==> config.mk <==
export PLATFORM = sky130hd
export DESIGN_NAME = path_replayer_flat
export DESIGN_NICKNAME = d
export VERILOG_FILES = /design/src/rtl/path_replayer_if.sv /design/src/rtl/path_replayer.sv /design/src/flat_wrapper.sv
export SDC_FILE = /design/constraint.sdc
export NUM_CORES = 1
export LEC_CHECK = 0
export ABC_AREA = 0
export CAP_MARGIN = 10
export CORE_ASPECT_RATIO = 0.75
export CORE_UTILIZATION = 40
export DETAILED_ROUTE_END_ITERATION = 12
export DONT_BUFFER_PORTS = 1
export HOLD_SLACK_MARGIN = 0.1
export PLACE_DENSITY = 0.57
export SLEW_MARGIN = 20
export SYNTH_ARGS = -nofsm -noshare
export SYNTH_HDL_FRONTEND = slang
export SYNTH_SLANG_ARGS = --single-unit
==> constraint.sdc <==
create_clock -name clk -period 2.27 [get_ports clk]
set_clock_uncertainty 0.05 [all_clocks]
set_input_delay 0.227 -clock clk [delete_from_list [all_inputs] [get_ports clk]]
set_output_delay 0.227 -clock clk [all_outputs]
set_load 0.005 [all_outputs]
==> src/rtl/path_replayer_if.sv <==
// rtl/path_replayer_if.sv - start/storage-read/move-stream signals of path_replayer
interface path_replayer_if;
    logic       start;
    logic [8:0] pathLen;
    logic       rdEn;
    logic [7:0] rdAddr;
    logic [7:0] rdData;
    logic [1:0] dir;
    logic       dirValid;
    logic       dirReady;
    logic       busy;
    logic       done;
    logic       err;
    logic [7:0] stepCnt;

    modport master (
        output start, pathLen, rdData, dirReady,
        input  rdEn, rdAddr, dir, dirValid, busy, done, err, stepCnt
    );

    modport slave (
        input  start, pathLen, rdData, dirReady,
        output rdEn, rdAddr, dir, dirValid, busy, done, err, stepCnt
    );
endinterface

==> src/rtl/path_replayer.sv <==
// rtl/path_replayer.sv - replays stored grid locations as a stream of move codes
// Optional adjacency checking (ERR state, sticky err) enabled by PATH_REPLAYER_CHECK_EN.
module path_replayer #(
    parameter int MAX_LEN = 256
) (
    input  logic           clk,
    input  logic           rst,
    path_replayer_if.slave pr
);

    typedef enum logic [2:0] {
        S_IDLE, S_RD, S_CAP, S_EMIT, S_FIN, S_ERR
    } state_t;

    localparam logic [8:0] MAX_LEN_C = 9'(MAX_LEN);

    state_t     state_q, state_d;
    logic [7:0] idx_q;
    logic [8:0] len_q;
    logic [7:0] cur_q;
    logic [1:0] dir_q;
    logic [7:0] step_q;
    logic [8:0] start_len;
    logic [1:0] dir_calc;
    logic       last_idx;
    logic       cap_bad;
    logic [3:0] row_o, col_o, row_n, col_n;

    assign start_len = (pr.pathLen > MAX_LEN_C) ? MAX_LEN_C : pr.pathLen;
    assign last_idx  = ({1'b0, idx_q} == (len_q - 9'd1));

    // cur_q still holds the previous location while rdData carries the new one
    assign row_o = cur_q[7:4];
    assign col_o = cur_q[3:0];
    assign row_n = pr.rdData[7:4];
    assign col_n = pr.rdData[3:0];

    always_comb begin
        dir_calc = 2'b10;
        if (row_n < row_o)      dir_calc = 2'b00;
        else if (row_n > row_o) dir_calc = 2'b11;
        else if (col_n > col_o) dir_calc = 2'b01;
    end

`ifdef PATH_REPLAYER_CHECK_EN
    logic err_q;
    logic adjacent;

    // widened to 5 bits so 4'hF + 1 never wraps to 0
    assign adjacent = ((row_n == row_o) &&
                       (({1'b0, col_o} + 5'd1 == {1'b0, col_n}) ||
                        ({1'b0, col_n} + 5'd1 == {1'b0, col_o}))) ||
                      ((col_n == col_o) &&
                       (({1'b0, row_o} + 5'd1 == {1'b0, row_n}) ||
                        ({1'b0, row_n} + 5'd1 == {1'b0, row_o})));
    assign cap_bad = !adjacent;
    assign pr.err  = err_q;

    always_ff @(posedge clk or negedge rst) begin
        if (!rst) begin
            err_q <= 1'b0;
        end else if (state_q == S_IDLE && pr.start) begin
            err_q <= 1'b0;
        end else if (state_q == S_CAP && idx_q != 8'd0 && cap_bad) begin
            err_q <= 1'b1;
        end
    end
`else
    assign cap_bad = 1'b0;
    assign pr.err  = 1'b0;
`endif

    always_ff @(posedge clk or negedge rst) begin
        if (!rst) state_q <= S_IDLE;
        else      state_q <= state_d;
    end

    always_comb begin
        state_d = state_q;
        case (state_q)
            S_IDLE: if (pr.start) state_d = (start_len < 9'd2) ? S_FIN : S_RD;
            S_RD:   state_d = S_CAP;
            S_CAP: begin
                if (idx_q == 8'd0) state_d = S_RD;
                else if (cap_bad)  state_d = S_ERR;
                else               state_d = S_EMIT;
            end
            S_EMIT: if (pr.dirReady) state_d = last_idx ? S_FIN : S_RD;
            S_FIN:  state_d = S_IDLE;
            S_ERR:  state_d = S_IDLE;
            default: state_d = S_IDLE;
        endcase
    end

    always_comb begin
        pr.rdEn     = (state_q == S_RD);
        pr.rdAddr   = (state_q == S_RD) ? idx_q : 8'd0;
        pr.dirValid = (state_q == S_EMIT);
        pr.busy     = (state_q != S_IDLE);
        pr.done     = (state_q == S_FIN) || (state_q == S_ERR);
        pr.dir      = dir_q;
        pr.stepCnt  = step_q;
    end

    always_ff @(posedge clk or negedge rst) begin
        if (!rst) begin
            idx_q  <= 8'd0;
            len_q  <= 9'd0;
            cur_q  <= 8'd0;
            dir_q  <= 2'b00;
            step_q <= 8'd0;
        end else begin
            case (state_q)
                S_IDLE: begin
                    if (pr.start) begin
                        step_q <= 8'd0;
                        if (start_len >= 9'd2) begin
                            len_q <= start_len;
                            idx_q <= 8'd0;
                        end
                    end
                end
                S_CAP: begin
                    cur_q <= pr.rdData;
                    if (idx_q == 8'd0) idx_q <= 8'd1;
                    else               dir_q <= dir_calc;
                end
                S_EMIT: begin
                    if (pr.dirReady) begin
                        step_q <= step_q + 8'd1;
                        if (!last_idx) idx_q <= idx_q + 8'd1;
                    end
                end
                default: ;
            endcase
        end
    end

endmodule

==> src/flat_wrapper.sv <==
// flat-port wrapper written by rule: the top's interface ports become plain ports
module path_replayer_flat 
#(
    parameter int MAX_LEN = 256
)
  (clk, rst, pr_start, pr_pathLen, pr_rdData, pr_dirReady, pr_rdEn, pr_rdAddr, pr_dir, pr_dirValid, pr_busy, pr_done, pr_err, pr_stepCnt);
  path_replayer_if pr_i ();
  input  logic clk;
  input  logic rst;
  input wire logic [$bits(pr_i.start)-1:0] pr_start;
  input wire logic [$bits(pr_i.pathLen)-1:0] pr_pathLen;
  input wire logic [$bits(pr_i.rdData)-1:0] pr_rdData;
  input wire logic [$bits(pr_i.dirReady)-1:0] pr_dirReady;
  output wire logic [$bits(pr_i.rdEn)-1:0] pr_rdEn;
  output wire logic [$bits(pr_i.rdAddr)-1:0] pr_rdAddr;
  output wire logic [$bits(pr_i.dir)-1:0] pr_dir;
  output wire logic [$bits(pr_i.dirValid)-1:0] pr_dirValid;
  output wire logic [$bits(pr_i.busy)-1:0] pr_busy;
  output wire logic [$bits(pr_i.done)-1:0] pr_done;
  output wire logic [$bits(pr_i.err)-1:0] pr_err;
  output wire logic [$bits(pr_i.stepCnt)-1:0] pr_stepCnt;
  assign pr_i.start = pr_start;
  assign pr_i.pathLen = pr_pathLen;
  assign pr_i.rdData = pr_rdData;
  assign pr_i.dirReady = pr_dirReady;
  assign pr_rdEn = pr_i.rdEn;
  assign pr_rdAddr = pr_i.rdAddr;
  assign pr_dir = pr_i.dir;
  assign pr_dirValid = pr_i.dirValid;
  assign pr_busy = pr_i.busy;
  assign pr_done = pr_i.done;
  assign pr_err = pr_i.err;
  assign pr_stepCnt = pr_i.stepCnt;
  path_replayer #(.MAX_LEN(MAX_LEN)) u_core (.clk(clk), .rst(rst), .pr(pr_i));
endmodule
==> metrics.txt, run 1 <==
gr usage total=20.2%; Post-route DRC=0; Worst path depth=10; initial core utilization=41.8%; first-pass GRT wire length=10300 um; endpoints failing setup=10; first-pass iteration count of the detailed router=4; Crit path top cell by count=buf_4; max cap viols=0; die height=69.9 um; non-filler instance count after layout=395; # diodes=0; Worst-Margin Slew=0.593 ns; total core area=5890 um^2; worst hold path class=input port to flop; die width=92.6 um; Final min period=2.45 ns; Slew HR=60.2%; Synth top area share=38.6%; sequential element share of the synthesized area=38.6%; vias in the first global route=2123; GPL Wtd Cong=0.824; layout cells sized above 1=16.1%; worst path bufs/invs=3; EDFF count, synth=0; worst-path cell chain=inv_1 > ha_2 > or3b_1 > buf_4 > nor4_1 > and3_2 > o31ai_4 > nor2_4 > buf_4 > o22ai_2; Synth cell types=61; fin nets=349; crit share post-route=108%; Vias/cell=5.43; Crit-path slowest cell=dfrtp_1; GRT overflow=0; Total Routed Length=6180 um; Main synth FF type=dfrtp_1; YS warnings=0; placed cell area=2640 um^2; PD cells=1180 nW/um^2; syn avg cell area=8.85 um^2; Max Freq=408 MHz; number of I/O pins=44; post-route antenna net violation count=0; Detailed Place HPWL=4300 um; Max FO, Critical Path=8; Peak VDD IR=0.538 mV; Clk Tree Root Cell=clkbuf_8; synth-to-layout area growth=23.8%; # placed instances=366; CTS Buf Count=5; startpoint types=flop; Syn Inst Count=278; utilization after layout=51.8%; pins over their slew limit=0; most common cell in the synthesized netlist=dfrtp_1; H-tree level count=2; crit-path leading delay family=simple AND/OR/NAND/NOR gates; Worst Setup End Kind=flop; worst skew pair latency=0.30 ns; top cells by area, synth=dfrtp_1 (39%), ha_1 (6.1%), nand2_1 (4.9%); max incr delay on CP=0.38 ns; DR iter-0 viols=151; worst r2r path cells=10; failing checks=negative setup slack; Hold Crit Depth=3; Leak=1.40 nW; largest net degree at the start of global routing=39; Fill cells=585; final hold violations=0; RSZ-0062 raised after global routing=true; initial antenna violation count=0; IO buf count=0; final worst slack=-0.182 ns; Final Instance Area=3050 um^2; status=finished with violations; CTS tree=yes; fraction of registers with async set/reset=100%; critical path class=flop to flop; Cell Area, Synth=2460 um^2; CTS sink count=38; DR vias=2143; Req. time, crit path=2.40 ns; CP Data Arrival Time=2.58 ns; Bufs on Longest Clock Path=2; syn nets=311; #FFs+latches synth=38; Total Die Area=6470 um^2; Fin Setup TNS=-1.32 ns; Placement Rows=24; top cells by count, synth=dfrtp_1 (38), nand2_1 (32), inv_1 (23), o21ai_0 (23), nor2_1 (13); clock input transition at the sequential cells of the worst setup and hold paths=0.08 ns; DR WL/cell=15.7 um; area leader, netlist=dfrtp_1
layout make-up:
type | count | area (um^2) | share of cell area, %
clock buffers | 5 | 68.8 | 2.26
clock inverters | 3 | 68.8 | 2.26
multi-input cells | 204 | 1390 | 45.6
inverters | 24 | 90.1 | 2.96
repair buffers | 43 | 380 | 12.5
well taps | 78 | 97.6 | 3.20
flip-flops and latches | 38 | 951 | 31.2
metal layers:
metal	global-route usage, %	up-vias	wire length [um]
met5	0	-	0
li1	-	1065	-
met2	29.7	60	2630
met3	4.47	6	414
met4	3.65	0	45
met1	30.5	1012	3100
cell families (layout without fill, tap and decap cells):
family / after synthesis / after routing / share of synthesized area [%]
AND/OR/NAND/NOR: 110 / 110 / 23.6
AO/OA/AOI/OAI: 61 / 62 / 16.7
flip-flops: 38 / 38 / 38.6
buffers and inverters: 37 / 75 / 7.63
XOR/XNOR: 15 / 15 / 5.34
adder cells (fa/ha/maj): 12 / 12 / 6.10
multiplexers: 4 / 4 / 1.78
other: 1 / 1 / 0.152
layout by cell type (no fill, tap or decap), drive strengths merged, types with 8 or more instances in the layout:
master | netlist | final
nor2 | 14 | 14
o21ai | 25 | 25
a21oi | 10 | 10
xor2 | 9 | 9
dfrtp | 38 | 38
dlygate4sd3 | 0 | 18
nor3 | 8 | 8
nand2 | 32 | 32
nand3 | 11 | 11
ha | 12 | 12
inv | 23 | 23
buf | 3 | 25
and3 | 12 | 12
through the flow:
step,worst slack [ns],total power [W],hold WS (ns)
finish,-0.182,0.00359,0.155
global placement,-0.180,0.00268,-0.118
floorplan,-0.218,0.00222,-0.119
CTS,-0.168,0.00352,0.152
global route,-0.289,0.00387,0.174
detailed placement,-0.213,0.00271,-0.118
registers in the layout, indices dropped and copies added (netlist names):
register	count
u_core.cur_q	8
u_core.idx_q	8
u_core.len_q	9
u_core.pr.dir	2
u_core.pr.stepCnt	8
u_core.state_q	3
power breakdown:
group / internal (W) / total [W] / leakage [nW] / switching, W
sequential: 0.000885 / 0.00107 / 0.493 / 0.000185
combinational: 0.000784 / 0.00180 / 0.838 / 0.00102
clock: 0.000441 / 0.000717 / 0.0683 / 0.000277
final timing paths:
kind	start	endpoint	slack, ns
worst max-delay path	u_core.len_q[1]$_DFFE_PN0P_	u_core.idx_q[1]$_DFFE_PN0P_	-0.18
worst min-delay path	pr_start	u_core.state_q[0]$_DFFE_PN0P_	0.15
worst max register to register	u_core.len_q[1]$_DFFE_PN0P_	u_core.idx_q[1]$_DFFE_PN0P_	-0.18
worst min register to register	u_core.cur_q[4]$_DFFE_PN0P_	u_core.cur_q[4]$_DFFE_PN0P_	0.48
max in group asynchronous	rst	u_core.len_q[2]$_DFFE_PN0P_	1.66
min in group asynchronous	rst	u_core.cur_q[5]$_DFFE_PN0P_	0.33
worst register-to-register path, delay by kind of cell, from the launching register on:
family | cells | cell delay [ns]
simple gates | 4 | 1.16
compound gates | 2 | 0.20
flops | 1 | 0.38
buf+inv | 3 | 0.38
fa+ha+maj | 1 | 0.16
what timing repair did:
| item | 4_1_cts | 5_1_grt |
|---|---|---|
| hold buffers | 19 | 0 |
| setup endpoints to repair | 10 | 10 |
| cloned | 1 | 0 |
| resized for setup | 5 | 9 |
| endpoints found under the hold margin | 56 | 0 |
| setup buffers | 1 | 0 |
| pin swaps | 4 | 2 |
Power figures use the tool's default switching activity.
==> inputs of run 2 (changes only) <==
==> constraint.sdc (replaced) <==
create_clock -name clk -period 2.27 [get_ports clk]
set_clock_uncertainty 0.05 [all_clocks]
set_input_delay 0.1135 -clock clk [delete_from_list [all_inputs] [get_ports clk]]
set_output_delay 0.1135 -clock clk [all_outputs]
set_load 0.005 [all_outputs]
==> metrics.txt, run 2 (synthesis gave the netlist of run 1 again) <==
DR WL/cell=15.7 um; Fill cells=575; post-route antenna net violation count=0; first-pass GRT wire length=10400 um; initial core utilization=41.8%; GPL Wtd Cong=0.824; Fin Setup TNS=-1.48 ns; PD cells=1160 nW/um^2; final hold violations=0; failing checks=negative setup slack; clock input transition at the sequential cells of the worst setup and hold paths=0.08 ns; commonest non-fill, non-tap cell in the layout=dfrtp_1; Final min period=2.47 ns; final hold slack=0.108 ns; worst hold path class=input port to flop; DR iter-0 viols=146; most flop-heavy register=u_core.len_q; Total Die Area=6470 um^2; total power=0.00359 W; endpoints failing setup=10; most frequent cells in the layout=dfrtp_1 (37), nand2_1 (32), dlygate4sd3_1 (24), buf_4 (24), inv_1 (23); number of I/O pins=44; CP Data Arrival Time=2.60 ns; Clk Tree Root Cell=clkbuf_8; first-pass iteration count of the detailed router=4; IO buf count=0; Max FO, Critical Path=8; final worst slack=-0.205 ns; H-tree level count=2; Total Routed Length=6280 um; Detailed Place HPWL=4300 um; Bufs on Longest Clock Path=2; Req. time, crit path=2.40 ns; fin nets=355; critical path class=flop to flop; number of flip-flops in the largest register=9; RSZ-0062 raised after global routing=true; max cap viols=0; Slew HR=59.3%; worst skew pair latency=0.29 ns; DR vias=2188; largest net degree at the start of global routing=39; DP Worst Slack=-0.213 ns; gr usage total=20.5%; vias in the first global route=2142; layout cells sized above 1=16.1%; Post-route DRC=0; CTS tree=yes; Worst-Margin Slew=0.606 ns; area of the multi-input gates=1390 um^2; die height=69.9 um; Leak=1.42 nW; Placement Rows=24; # diodes=0; startpoint types=flop; die width=92.6 um; status=finished with violations; Vias/cell=5.46; crit share post-route=109%; Peak VDD IR=0.540 mV; Worst Setup End Kind=flop; pins over their slew limit=0; initial antenna violation count=0; synth-to-layout area growth=26.3%; FF/Latch Area=952 um^2; GRT overflow=0; CTS sink count=38; CTS Buf Count=5; Max Freq=404 MHz; total core area=5890 um^2
==> run 2: cell count changes in the layout (fill, tap and decap cells not counted) <==
cell           delta
dfrtp_2           +1
dlygate4sd3_1     +6
dfrtp_1           -1
==> run 2: path summary, 6_finish.rpt <==
check                      depth (start not counted)                        start                       endpoint  slack (ns)
max in group asynchronous                          2                          rst  u_core.state_q[0]$_DFFE_PN0P_        1.75
min                                                3                pr_pathLen[8]    u_core.len_q[7]$_DFFE_PN0P_        0.11
min reg2reg                                        1  u_core.cur_q[4]$_DFFE_PN0P_    u_core.cur_q[4]$_DFFE_PN0P_        0.48
max                                               10  u_core.len_q[1]$_DFFE_PN0P_    u_core.idx_q[1]$_DFFE_PN0P_       -0.20
min in group asynchronous                          2                          rst    u_core.cur_q[5]$_DFFE_PN0P_        0.22
max reg2reg                                       10  u_core.len_q[1]$_DFFE_PN0P_    u_core.idx_q[1]$_DFFE_PN0P_       -0.20
==> run 2: worst max-delay path: stages (launching register included) <==
cell and delay, ns:
dfrtp_1 0.38, inv_1 0.06, ha_2 0.16, or3b_1 0.36, buf_4 0.17, nor4_1 0.29
and3_2 0.31, o31ai_4 0.13, nor2_4 0.21, buf_4 0.15, o22ai_2 0.07
==> run 2: metal layers <==
metal	part of all wire, %	wire length, um	track usage, %	vias up
met5	0	0	0	-
met4	0.68	43	3.65	0
met3	5.3	334	4.47	6
met2	42	2660	30.4	60
met1	52	3240	30.7	1044
li1	-	-	-	1078
==> run 2: power breakdown <==
part | switching (W) | internal (W)
Combinational | 0.00102 | 0.000791
Clock | 0.000271 | 0.000441
Sequential | 0.000184 | 0.000887
==> run 2: layout make-up <==
cell class	count	share of cell area [%]
clock buffer	5	2.21
multi-input combinational	204	44.7
tap	78	3.14
clock inverter	3	2.21
sequential	38	30.6
inverter	24	2.90
timing repair buffer	49	14.2
==> run 2: repair_timing <==
| action | 4_1_cts | 5_1_grt |
|---|---|---|
| endpoints found under the setup margin | 10 | 11 |
| hold buffers | 25 | 0 |
| gates cloned | 1 | 0 |
| resized for setup | 5 | 10 |
| pin swaps | 4 | 2 |
| buffers inserted | 1 | 0 |
| hold endpoints to repair | 57 | 0 |
==> run 2: per-stage QoR <==
step / utilization, % / std cells / cell area (um^2)
CTS: 52.2 / 401 / 3070
global route: 52.8 / 401 / 3110
global placement: 44.8 / 366 / 2640
finish: 52.8 / 401 / 3110
floorplan: - / 278 / 2460
detailed placement: 44.8 / 366 / 2640
